==> src/rtl/noc_pkg.sv <==
// Shared NoC definitions: flit type codes, sink FSM states and flit field positions.
package noc_pkg;

    localparam int unsigned FLIT_TYPE_BITS = 2;

    localparam logic [FLIT_TYPE_BITS-1:0] FLIT_BODY   = 2'b00;
    localparam logic [FLIT_TYPE_BITS-1:0] FLIT_HEAD   = 2'b01;
    localparam logic [FLIT_TYPE_BITS-1:0] FLIT_TAIL   = 2'b10;
    localparam logic [FLIT_TYPE_BITS-1:0] FLIT_SINGLE = 2'b11;

    typedef enum logic [0:0] {
        ST_IDLE   = 1'b0,
        ST_IN_PKT = 1'b1
    } sink_state_e;

    // Type field occupies the top two bits of the flit.
    function automatic int unsigned flit_type_msb(input int unsigned flit_bits);
        return flit_bits - 1;
    endfunction

    function automatic int unsigned flit_type_lsb(input int unsigned flit_bits);
        return flit_bits - FLIT_TYPE_BITS;
    endfunction

    // Destination sits directly below the type field.
    function automatic int unsigned flit_dest_msb(input int unsigned flit_bits);
        return flit_bits - FLIT_TYPE_BITS - 1;
    endfunction

    function automatic int unsigned flit_dest_lsb(input int unsigned flit_bits,
                                                  input int unsigned addr_bits);
        return flit_bits - FLIT_TYPE_BITS - addr_bits;
    endfunction

    // Timestamp occupies the low bits.
    function automatic int unsigned flit_ts_msb(input int unsigned ts_bits);
        return ts_bits - 1;
    endfunction

endpackage

==> src/rtl/sat_counter.sv <==
// Saturating accumulator: adds an unsigned increment when enabled, sticks at all-ones.
module sat_counter #(
    parameter int unsigned WIDTH    = 32,
    parameter int unsigned INC_BITS = 1
) (
    input  logic                clk,
    input  logic                reset,
    input  logic                en,
    input  logic [INC_BITS-1:0] inc,
    output logic [WIDTH-1:0]    count
);

    localparam int unsigned SUM_BITS = ((WIDTH > INC_BITS) ? WIDTH : INC_BITS) + 1;
    localparam logic [SUM_BITS-1:0] MAX_VAL = SUM_BITS'({WIDTH{1'b1}});

    logic [SUM_BITS-1:0] sum;

    assign sum = SUM_BITS'(count) + SUM_BITS'(inc);

    // Accumulate with clamp at the largest representable count.
    always_ff @(posedge clk) begin
        if (reset) begin
            count <= '0;
        end else if (en) begin
            count <= (sum > MAX_VAL) ? '1 : WIDTH'(sum);
        end
    end

endmodule

==> src/rtl/traffic_sink.sv <==
// NoC ejection-port sink: checks framing/destination, measures latency, tracks drain.
module traffic_sink
    import noc_pkg::*;
#(
    parameter int unsigned FLIT_BITS    = 32,
    parameter int unsigned ADDR_BITS    = 4,
    parameter int unsigned MY_ADDR      = 0,
    parameter int unsigned TS_BITS      = 16,
    parameter int unsigned CNT_BITS     = 32,
    parameter int unsigned DRAIN_CYCLES = 64
) (
    input  logic                 clk,
    input  logic                 reset,
    input  logic                 send,
    input  logic                 stall,
    input  logic [FLIT_BITS-1:0] in_flit,
    input  logic                 in_valid,
    output logic                 in_ready,
    output logic [CNT_BITS-1:0]  pkt_count,
    output logic [CNT_BITS-1:0]  flit_count,
    output logic [CNT_BITS-1:0]  err_count,
    output logic [CNT_BITS-1:0]  lat_sum,
    output logic [TS_BITS-1:0]   lat_max,
    output logic                 drained
);

    localparam int unsigned TYPE_MSB  = flit_type_msb(FLIT_BITS);
    localparam int unsigned TYPE_LSB  = flit_type_lsb(FLIT_BITS);
    localparam int unsigned DEST_MSB  = flit_dest_msb(FLIT_BITS);
    localparam int unsigned DEST_LSB  = flit_dest_lsb(FLIT_BITS, ADDR_BITS);
    localparam int unsigned TS_MSB    = flit_ts_msb(TS_BITS);
    localparam int unsigned IDLE_BITS = $clog2(DRAIN_CYCLES + 1);
    localparam logic [ADDR_BITS-1:0] OWN_ADDR  = ADDR_BITS'(MY_ADDR);
    localparam logic [IDLE_BITS-1:0] IDLE_LAST = IDLE_BITS'(DRAIN_CYCLES - 1);
    localparam logic [IDLE_BITS-1:0] IDLE_FULL = IDLE_BITS'(DRAIN_CYCLES);

    sink_state_e state_q;
    logic [TS_BITS-1:0]   now_q;
    logic [TS_BITS-1:0]   ts_q;
    logic [IDLE_BITS-1:0] idle_cnt;

    logic                 accept;
    logic [1:0]           flit_type;
    logic [ADDR_BITS-1:0] flit_dest;
    logic [TS_BITS-1:0]   flit_ts;
    logic                 frame_err_c;
    logic                 addr_err_c;
    logic                 complete_c;
    logic [TS_BITS-1:0]   done_ts_c;
    logic [TS_BITS-1:0]   latency_c;
    logic [1:0]           err_inc_c;
    logic                 quiet_c;
    logic                 unused_flit_bits;

    assign in_ready  = !stall && !reset;
    assign accept    = in_valid && in_ready;
    assign flit_type = in_flit[TYPE_MSB:TYPE_LSB];
    assign flit_dest = in_flit[DEST_MSB:DEST_LSB];
    assign flit_ts   = in_flit[TS_MSB:0];
    assign unused_flit_bits = ^in_flit;

    // Classify the accepted flit: framing/address errors and packet completion.
    always_comb begin
        frame_err_c = 1'b0;
        addr_err_c  = 1'b0;
        complete_c  = 1'b0;
        done_ts_c   = ts_q;
        if (accept) begin
            case (flit_type)
                FLIT_HEAD: begin
                    frame_err_c = (state_q == ST_IN_PKT);
                    addr_err_c  = (flit_dest != OWN_ADDR);
                end
                FLIT_SINGLE: begin
                    frame_err_c = (state_q == ST_IN_PKT);
                    addr_err_c  = (flit_dest != OWN_ADDR);
                    complete_c  = 1'b1;
                    done_ts_c   = flit_ts;
                end
                FLIT_TAIL: begin
                    frame_err_c = (state_q == ST_IDLE);
                    complete_c  = (state_q == ST_IN_PKT);
                end
                default: begin
                    frame_err_c = (state_q == ST_IDLE);
                end
            endcase
        end
    end

    assign latency_c = now_q - done_ts_c;
    assign err_inc_c = {1'b0, frame_err_c} + {1'b0, addr_err_c};
    assign quiet_c   = !send && !accept && (state_q == ST_IDLE);

    // Packet FSM, timestamp latch, cycle counter, latency peak and drain detector.
    always_ff @(posedge clk) begin
        if (reset) begin
            state_q  <= ST_IDLE;
            ts_q     <= '0;
            now_q    <= '0;
            lat_max  <= '0;
            idle_cnt <= '0;
            drained  <= 1'b0;
        end else begin
            now_q <= now_q + TS_BITS'(1);
            if (accept) begin
                case (flit_type)
                    FLIT_HEAD: begin
                        state_q <= ST_IN_PKT;
                        ts_q    <= flit_ts;
                    end
                    FLIT_SINGLE: state_q <= ST_IDLE;
                    FLIT_TAIL:   state_q <= ST_IDLE;
                    default:     state_q <= state_q;
                endcase
            end
            if (complete_c && (latency_c > lat_max)) begin
                lat_max <= latency_c;
            end
            if (!quiet_c) begin
                idle_cnt <= '0;
            end else if (idle_cnt != IDLE_FULL) begin
                idle_cnt <= idle_cnt + IDLE_BITS'(1);
            end
            if (quiet_c && (idle_cnt == IDLE_LAST)) begin
                drained <= 1'b1;
            end
        end
    end

    sat_counter #(.WIDTH(CNT_BITS), .INC_BITS(1)) u_pkt_cnt (
        .clk   (clk),
        .reset (reset),
        .en    (complete_c),
        .inc   (1'b1),
        .count (pkt_count)
    );

    sat_counter #(.WIDTH(CNT_BITS), .INC_BITS(1)) u_flit_cnt (
        .clk   (clk),
        .reset (reset),
        .en    (accept),
        .inc   (1'b1),
        .count (flit_count)
    );

    sat_counter #(.WIDTH(CNT_BITS), .INC_BITS(2)) u_err_cnt (
        .clk   (clk),
        .reset (reset),
        .en    (frame_err_c || addr_err_c),
        .inc   (err_inc_c),
        .count (err_count)
    );

    sat_counter #(.WIDTH(CNT_BITS), .INC_BITS(TS_BITS)) u_lat_sum (
        .clk   (clk),
        .reset (reset),
        .en    (complete_c),
        .inc   (latency_c),
        .count (lat_sum)
    );

endmodule

==> config.mk <==
export PLATFORM = sky130hd
export DESIGN_NAME = traffic_sink
export DESIGN_NICKNAME = d
export VERILOG_FILES = /design/src/rtl/noc_pkg.sv /design/src/rtl/sat_counter.sv /design/src/rtl/traffic_sink.sv
export SDC_FILE = /design/constraint.sdc
export NUM_CORES = 1
export LEC_CHECK = 0
export ABC_AREA = 1
export CORE_MARGIN = 4
export CORE_UTILIZATION = 55
export CTS_CLUSTER_DIAMETER = 200
export DETAILED_ROUTE_END_ITERATION = 8
export GPL_TIMING_DRIVEN = 0
export PLACE_DENSITY = 0.83
export SLEW_MARGIN = 20
export SYNTH_ARGS = -nofsm -noshare
export SYNTH_HDL_FRONTEND = slang
export SYNTH_SLANG_ARGS = --single-unit
==> constraint.sdc <==
create_clock -name clk -period 8.7 [get_ports clk]
set_input_delay 0.87 -clock clk [delete_from_list [all_inputs] [get_ports clk]]
set_output_delay 0.87 -clock clk [all_outputs]
set_load 0.02 [all_outputs]
==> reports/metrics.yaml, run 1 <==
status: "completed"
post_drt_wl_per_cell_um: 15.7
syn_nets: 2079
crit_fanout: 10
clk_latency_ns: 0.45
clock_skew_ns: 0.0166
grt_max_degree: 20
io_pins: 183
synth_top_family_by_area: "simple AND/OR/NAND/NOR gates"
synthDominantCellAreaShare: 0.286
vdd_drop_max_uv: 108
io_buffers: 171
fp.dieW_um: 161
cts_sinks: 185
multiInputGateArea_um2: 7880
netlist_area_um2: 12900
hold_viol_final: 0
clk_pin_slew_ns: 0.08
cp.arrival_ns: 6.92
num_rows: 55
wl_um: 39300
crit_start: "stall"
synthMuxAreaShare: 0.0125
netlist_instances: 1983
ys_types: 51
root_buffer: "clkbuf_16"
slew_headroom: 0.481
critPathRequiredTime_ns: 9.00
whs_ns: 0.457
die_h_um: 161
netlist_top_cells_area: "dfxtp_1 29%, nand2_1 12%, nor2_1 8.1%"
grt_pass1_vias: 13100
drc: 0
nets: 2269
p_per_area_nw_per_um2: 139
worst_setup_path_end_kind: "register"
r2r_setup_slack_ns: 3.88
clock_path_buffers: 2
htree_levels: 4
track_usage: 0.298
grt_overflow: 0
seqCellArea_um2: 3700
yosys.cell_count.top_type: "nand2_1"
layout-drive-gt1-share: 0.0723
tightest_slew_ns: 0.778
r2r_start: "ts_q[2]"
postSynth.asyncResetShare: 0
startpoint_type: "input pin"
holdCritPathClass: "reg2reg"
core_um2: 22900
rsz0062_at_grt: "no"
synthToLayoutAreaGrowth_pct: 21.0
antenna_left: 0
dr.pass1.iters: 6
critPathKind: "in2reg"
synth_top_cell_by_area: "dfxtp_1"
ctsHoldBuffers: 0
die_area_um2: 26000
ys_ff_latch: 185
synth_common_cells: "401 x nand2_1, 278 x nor2_1, 266 x inv_1"
yosys_most_used_dff: "dfxtp_1"
period_share: 0.762
start_util: 0.565
syn_area_per_cell_um2: 6.52
grt_pass1_wl_um: 64100
antenna_found_initial: 0
fin_setup_tns_ns: 0
dp_hpwl_um: 30300
fin_crit_ns: 6.63
nFillCells: 2038
cts_buffers: 17
vias: 13600
drtIter0Drc: 882
cts_tree: "built"
place_congestion: 1.01
ys_warn_count: 0
cts_resized: 0
finalMaxSlewViolations: 0
synth_compound_gate_area_share: 0.139
viasPerCell: 5.46
min-delay-start: "now_q[0]"
cts_setup_buffers: 0
cap_violations: 0
finalSetupViolCount: 0
synthXorXnorAreaFrac: 0.0630
synth_edf_count: 0
yosys.area_share.simple: 0.336
synth_seq_area_share: 0.286
synthAdderAreaFrac: 0.0588
fmaxAchievable_mhz: 151
power_leakage_nw: 6.52
==> placed cells by master, fill, tap and decap left out, types with 18 or more instances in the layout <==
master	n
a31oi_1	18
nand3_2	63
clkbuf_1	45
inv_1	266
nand2_1	401
nor3_1	29
dfxtp_1	185
xor2_1	61
nand4_1	24
nand3_1	93
ha_1	56
o21ai_0	147
clkdlybuf4s50_1	171
xnor2_1	32
a21oi_1	159
nor2_1	278
==> critical path: stages <==
cell	delay, ns
clkdlybuf4s50_1	0.44
nor3b_2	0.29
nand2_1	0.25
nor2_4	0.27
buf_2	0.34
mux2i_1	0.28
ha_1	0.31
a21oi_1	0.16
nand2_1	0.11
a21oi_1	0.27
o21ai_0	0.18
a21boi_0	0.36
o21ai_0	0.16
xor2_1	0.37
ha_1	0.37
a21oi_1	0.22
o21ai_0	0.17
a21oi_1	0.15
nand2_1	0.18
nand3_1	0.12
nand2_1	0.22
inv_2	0.24
clkbuf_1	0.44
a21oi_1	0.13
==> stage by stage <==
stage	cell area, um^2	util	power (mW)	std cells	setup slack, ns
5_1_grt	15700	0.683	2.28	2499	1.66
2_1_floorplan	12900	-	1.22	1983	3.51
3_5_place_dp	15000	0.656	1.38	2467	1.73
4_1_cts	15700	0.683	2.18	2499	2.21
3_3_place_gp	15000	0.656	1.37	2467	1.82
6_report	15700	0.683	2.18	2500	2.07
==> registers in the layout, indices dropped and copies added (netlist names), 7 cells and up <==
register and flops:
idle_cnt 7, lat_max 16, now_q 16, ts_q 16, u_err_cnt.count 32, u_flit_cnt.count 32
u_lat_sum.count 32, u_pkt_cnt.count 32
==> power breakdown <==
| part | internal [mW] | switching [mW] |
|---|---|---|
| logic | 0.177 | 0.263 |
| clock network | 0.414 | 0.398 |
| registers | 0.880 | 0.0482 |
==> path summary, 6_finish.rpt <==
path,end,depth (start not counted)
worst min register to register,now_q[0],1
worst max register to register,u_lat_sum.count[16],19
worst min-delay path,now_q[0],1
worst max-delay path,u_lat_sum.count[16],24
==> routing by layer <==
| layer | vias to the layer above | GRT usage | part of all wire |
|---|---|---|---|
| met2 | 495 | 0.496 | 0.46 |
| met3 | 81 | 0.0697 | 0.081 |
| met5 | - | 0 | 0 |
| met4 | 0 | 0.102 | 0.030 |
| met1 | 6259 | 0.380 | 0.43 |
| li1 | 6809 | - | - |
==> logic make-up (layout without fill, tap and decap cells) <==
group | count (synthesis) | in the layout
and+or+nand+nor | 944 | 944
AOI/OAI and AO/OA | 346 | 346
buffers and inverters | 340 | 543
DFF | 185 | 185
xor gates and xnor gates | 93 | 93
adders and majority gates | 59 | 59
muxes | 16 | 16
other | 0 | 1
==> layout make-up <==
class / count / share of cell area
Multi-Input combinational cell: 1458 / 0.504
Sequential cell: 185 / 0.237
Timing Repair Buffer: 171 / 0.109
Inverter: 274 / 0.0657
Clock buffer: 17 / 0.0272
Tap cell: 313 / 0.0250
Buffer: 66 / 0.0205
Clock inverter: 15 / 0.0119
Antenna cell: 1 / 0.000160
No activity file was read; power rests on OpenSTA's default activity.
==> inputs of run 2 (changes only) <==
--- a/config.mk
+++ b/config.mk
@@ -7,11 +7,11 @@
 export LEC_CHECK = 0
 export ABC_AREA = 1
 export CORE_MARGIN = 4
-export CORE_UTILIZATION = 55
+export CORE_UTILIZATION = 51
 export CTS_CLUSTER_DIAMETER = 200
 export DETAILED_ROUTE_END_ITERATION = 8
 export GPL_TIMING_DRIVEN = 0
-export PLACE_DENSITY = 0.83
+export PLACE_DENSITY = 0.81
 export SLEW_MARGIN = 20
 export SYNTH_ARGS = -nofsm -noshare
 export SYNTH_HDL_FRONTEND = slang
==> constraint.sdc (replaced) <==
create_clock -name clk -period 5.55 [get_ports clk]
set_input_delay 0.555 -clock clk [delete_from_list [all_inputs] [get_ports clk]]
set_output_delay 0.555 -clock clk [all_outputs]
set_load 0.02 [all_outputs]
==> reports/metrics.yaml, run 2 (synthesis results as in run 1) <==
clk_latency_ns: 0.44
die_area_um2: 28000
worst_setup_path_end_kind: "register"
root_buffer: "clkbuf_16"
holdCritPathClass: "reg2reg"
finalMaxSlewViolations: 0
core_um2: 25000
die_h_um: 167
tightest_slew_ns: 0.816
grt_pass1_wl_um: 65200
fmaxAchievable_mhz: 187
fin_area_um2: 15700
antenna_found_initial: 0
power_leakage_nw: 6.56
grt_pass1_vias: 13000
viasPerCell: 5.46
critPathKind: "in2reg"
layout-drive-gt1-share: 0.0776
critPathBufInv: 4
cpMostUsedCell: "a21oi_1"
clock_skew_ns: 0.0199
nets: 2273
dp_hpwl_um: 31400
num_rows: 58
rsz0062_at_grt: "no"
place_congestion: 1.01
period_share: 0.963
wl_um: 40500
fin_crit_ns: 5.34
vias: 13800
dr.pass1.iters: 7
met2WireLength_um: 18900
critPathRequiredTime_ns: 5.86
r2r_setup_slack_ns: 1.39
met1_length_um: 17400
p_seq_frac: 0.429
drc: 0
nFillCells: 2358
critical_path.max_stage_delay_ns: 0.46
cap_violations: 0
cp.arrival_ns: 5.65
startpoint_type: "input pin"
p_int_mw: 2.28
instances_no_fill: 2520
post_drt_wl_per_cell_um: 16.1
comb_power_share: 0.208
io_pins: 183
clock_path_buffers: 2
synthToLayoutAreaGrowth_pct: 21.5
final_common_cell: "nand2_1"
fin_util: 0.628
finalSetupViolCount: 0
path_cells: "clkdlybuf4s50_1 -> nor3b_4 -> nand2_2 -> nor2_4 -> buf_4 -> mux2i_1 -> ha_1 -> a21oi_1 -> nand2_1 -> a21oi_2 -> o21ai_0 -> a21boi_1 -> o21ai_0 -> xor2_1 -> ha_1 -> a21oi_1 -> o21ai_0 -> a21oi_1 -> nand2_1 -> nand3_1 -> nand2_2 -> inv_4 -> clkbuf_4 -> a21oi_1"
post-place-cells: 2484
io_buffers: 171
cts_buffers: 17
vdd_drop_max_uv: 174
multiInputGateArea_um2: 7900
start_util: 0.517
slew_headroom: 0.456
clkPwrFrac: 0.363
status: "completed"
cts_sinks: 185
whs_ns: 0.459
hold_viol_final: 0
final_cell_mix: "398 x nand2_1, 278 x nor2_1, 266 x inv_1, 185 x dfxtp_1, 171 x clkdlybuf4s50_1"
clk_pin_slew_ns: 0.08
htree_levels: 4
path_delay_family: "compound AO/OA/AOI/OAI gates"
cts_tree: "built"
antenna_left: 0
place_ws_ns: -1.22
placed_cell_area_um2: 15100
grt_overflow: 0
setup_slack_ns: 0.208
dr_wl_met3_um: 2870
track_usage: 0.282
fp.dieW_um: 167
crit_fanout: 10
antenna_cells: 0
drtIter0Drc: 1107
seqCellArea_um2: 3700
sw_frac_of_total: 0.329
p_per_area_nw_per_um2: 216
topRoutingLayerUsed: "met4"
switchingPower_mw: 1.12
cp_slowest_cell: "clkdlybuf4s50_1"
grt_max_degree: 20
==> run 2: per-stage QoR <==
stage               TNS (ns)  power, mW
floorplan                  0       1.92
global placement      -34.30       2.15
detailed placement    -42.72       2.17
CTS                        0       3.40
global route               0       3.56
finish                     0       3.40
==> run 2: layout make-up <==
cell class              count  area share
multi-input cells        1458       0.503
clock buffers              18      0.0279
plain buffers              66      0.0213
inverters                 274      0.0656
well taps                 330      0.0263
clock inverters            14     0.00979
flip-flops and latches    185       0.236
repair buffers            175       0.111
==> run 2: worst paths after layout <==
check / endpoint / from / cells after the start
worst max-delay path: u_lat_sum.count[6] / stall / 24
worst min-delay path: now_q[0] / now_q[0] / 1
worst max register to register: u_lat_sum.count[6] / ts_q[0] / 18
worst min register to register: now_q[0] / now_q[0] / 1
==> run 2: worst register-to-register path: cells and delay by family (launching register included) <==
family / cells / cell delay, ns
flip-flops: 1 / 0.32
multiplexers: 1 / 0.13
AND/OR/NAND/NOR: 4 / 0.61
XOR/XNOR: 1 / 0.38
adder cells (fa/ha/maj): 3 / 0.96
buffers and inverters: 3 / 0.47
AO/OA/AOI/OAI: 6 / 1.18
==> run 2: layer usage <==
metal / GRT usage / up-vias
met5: 0 / -
met4: 0.104 / 0
met3: 0.0479 / 92
met2: 0.475 / 506
met1: 0.364 / 6360
li1: - / 6811
==> run 2: power groups by stage <==
stage	combinational [mW]	sequential [mW]	clock, mW
after global routing	0.783	1.47	1.31
final	0.707	1.46	1.23
after detailed placement	0.688	1.48	0
after global placement	0.666	1.48	0
after CTS	0.698	1.45	1.25
after floorplan	0.398	1.52	0
==> run 2: timing repair <==
action	CTS	global route
hold buffers	0	0
endpoints found under the setup margin	48	45
gates resized for setup	7	13
buffers inserted	3	1
pin swaps	2	2
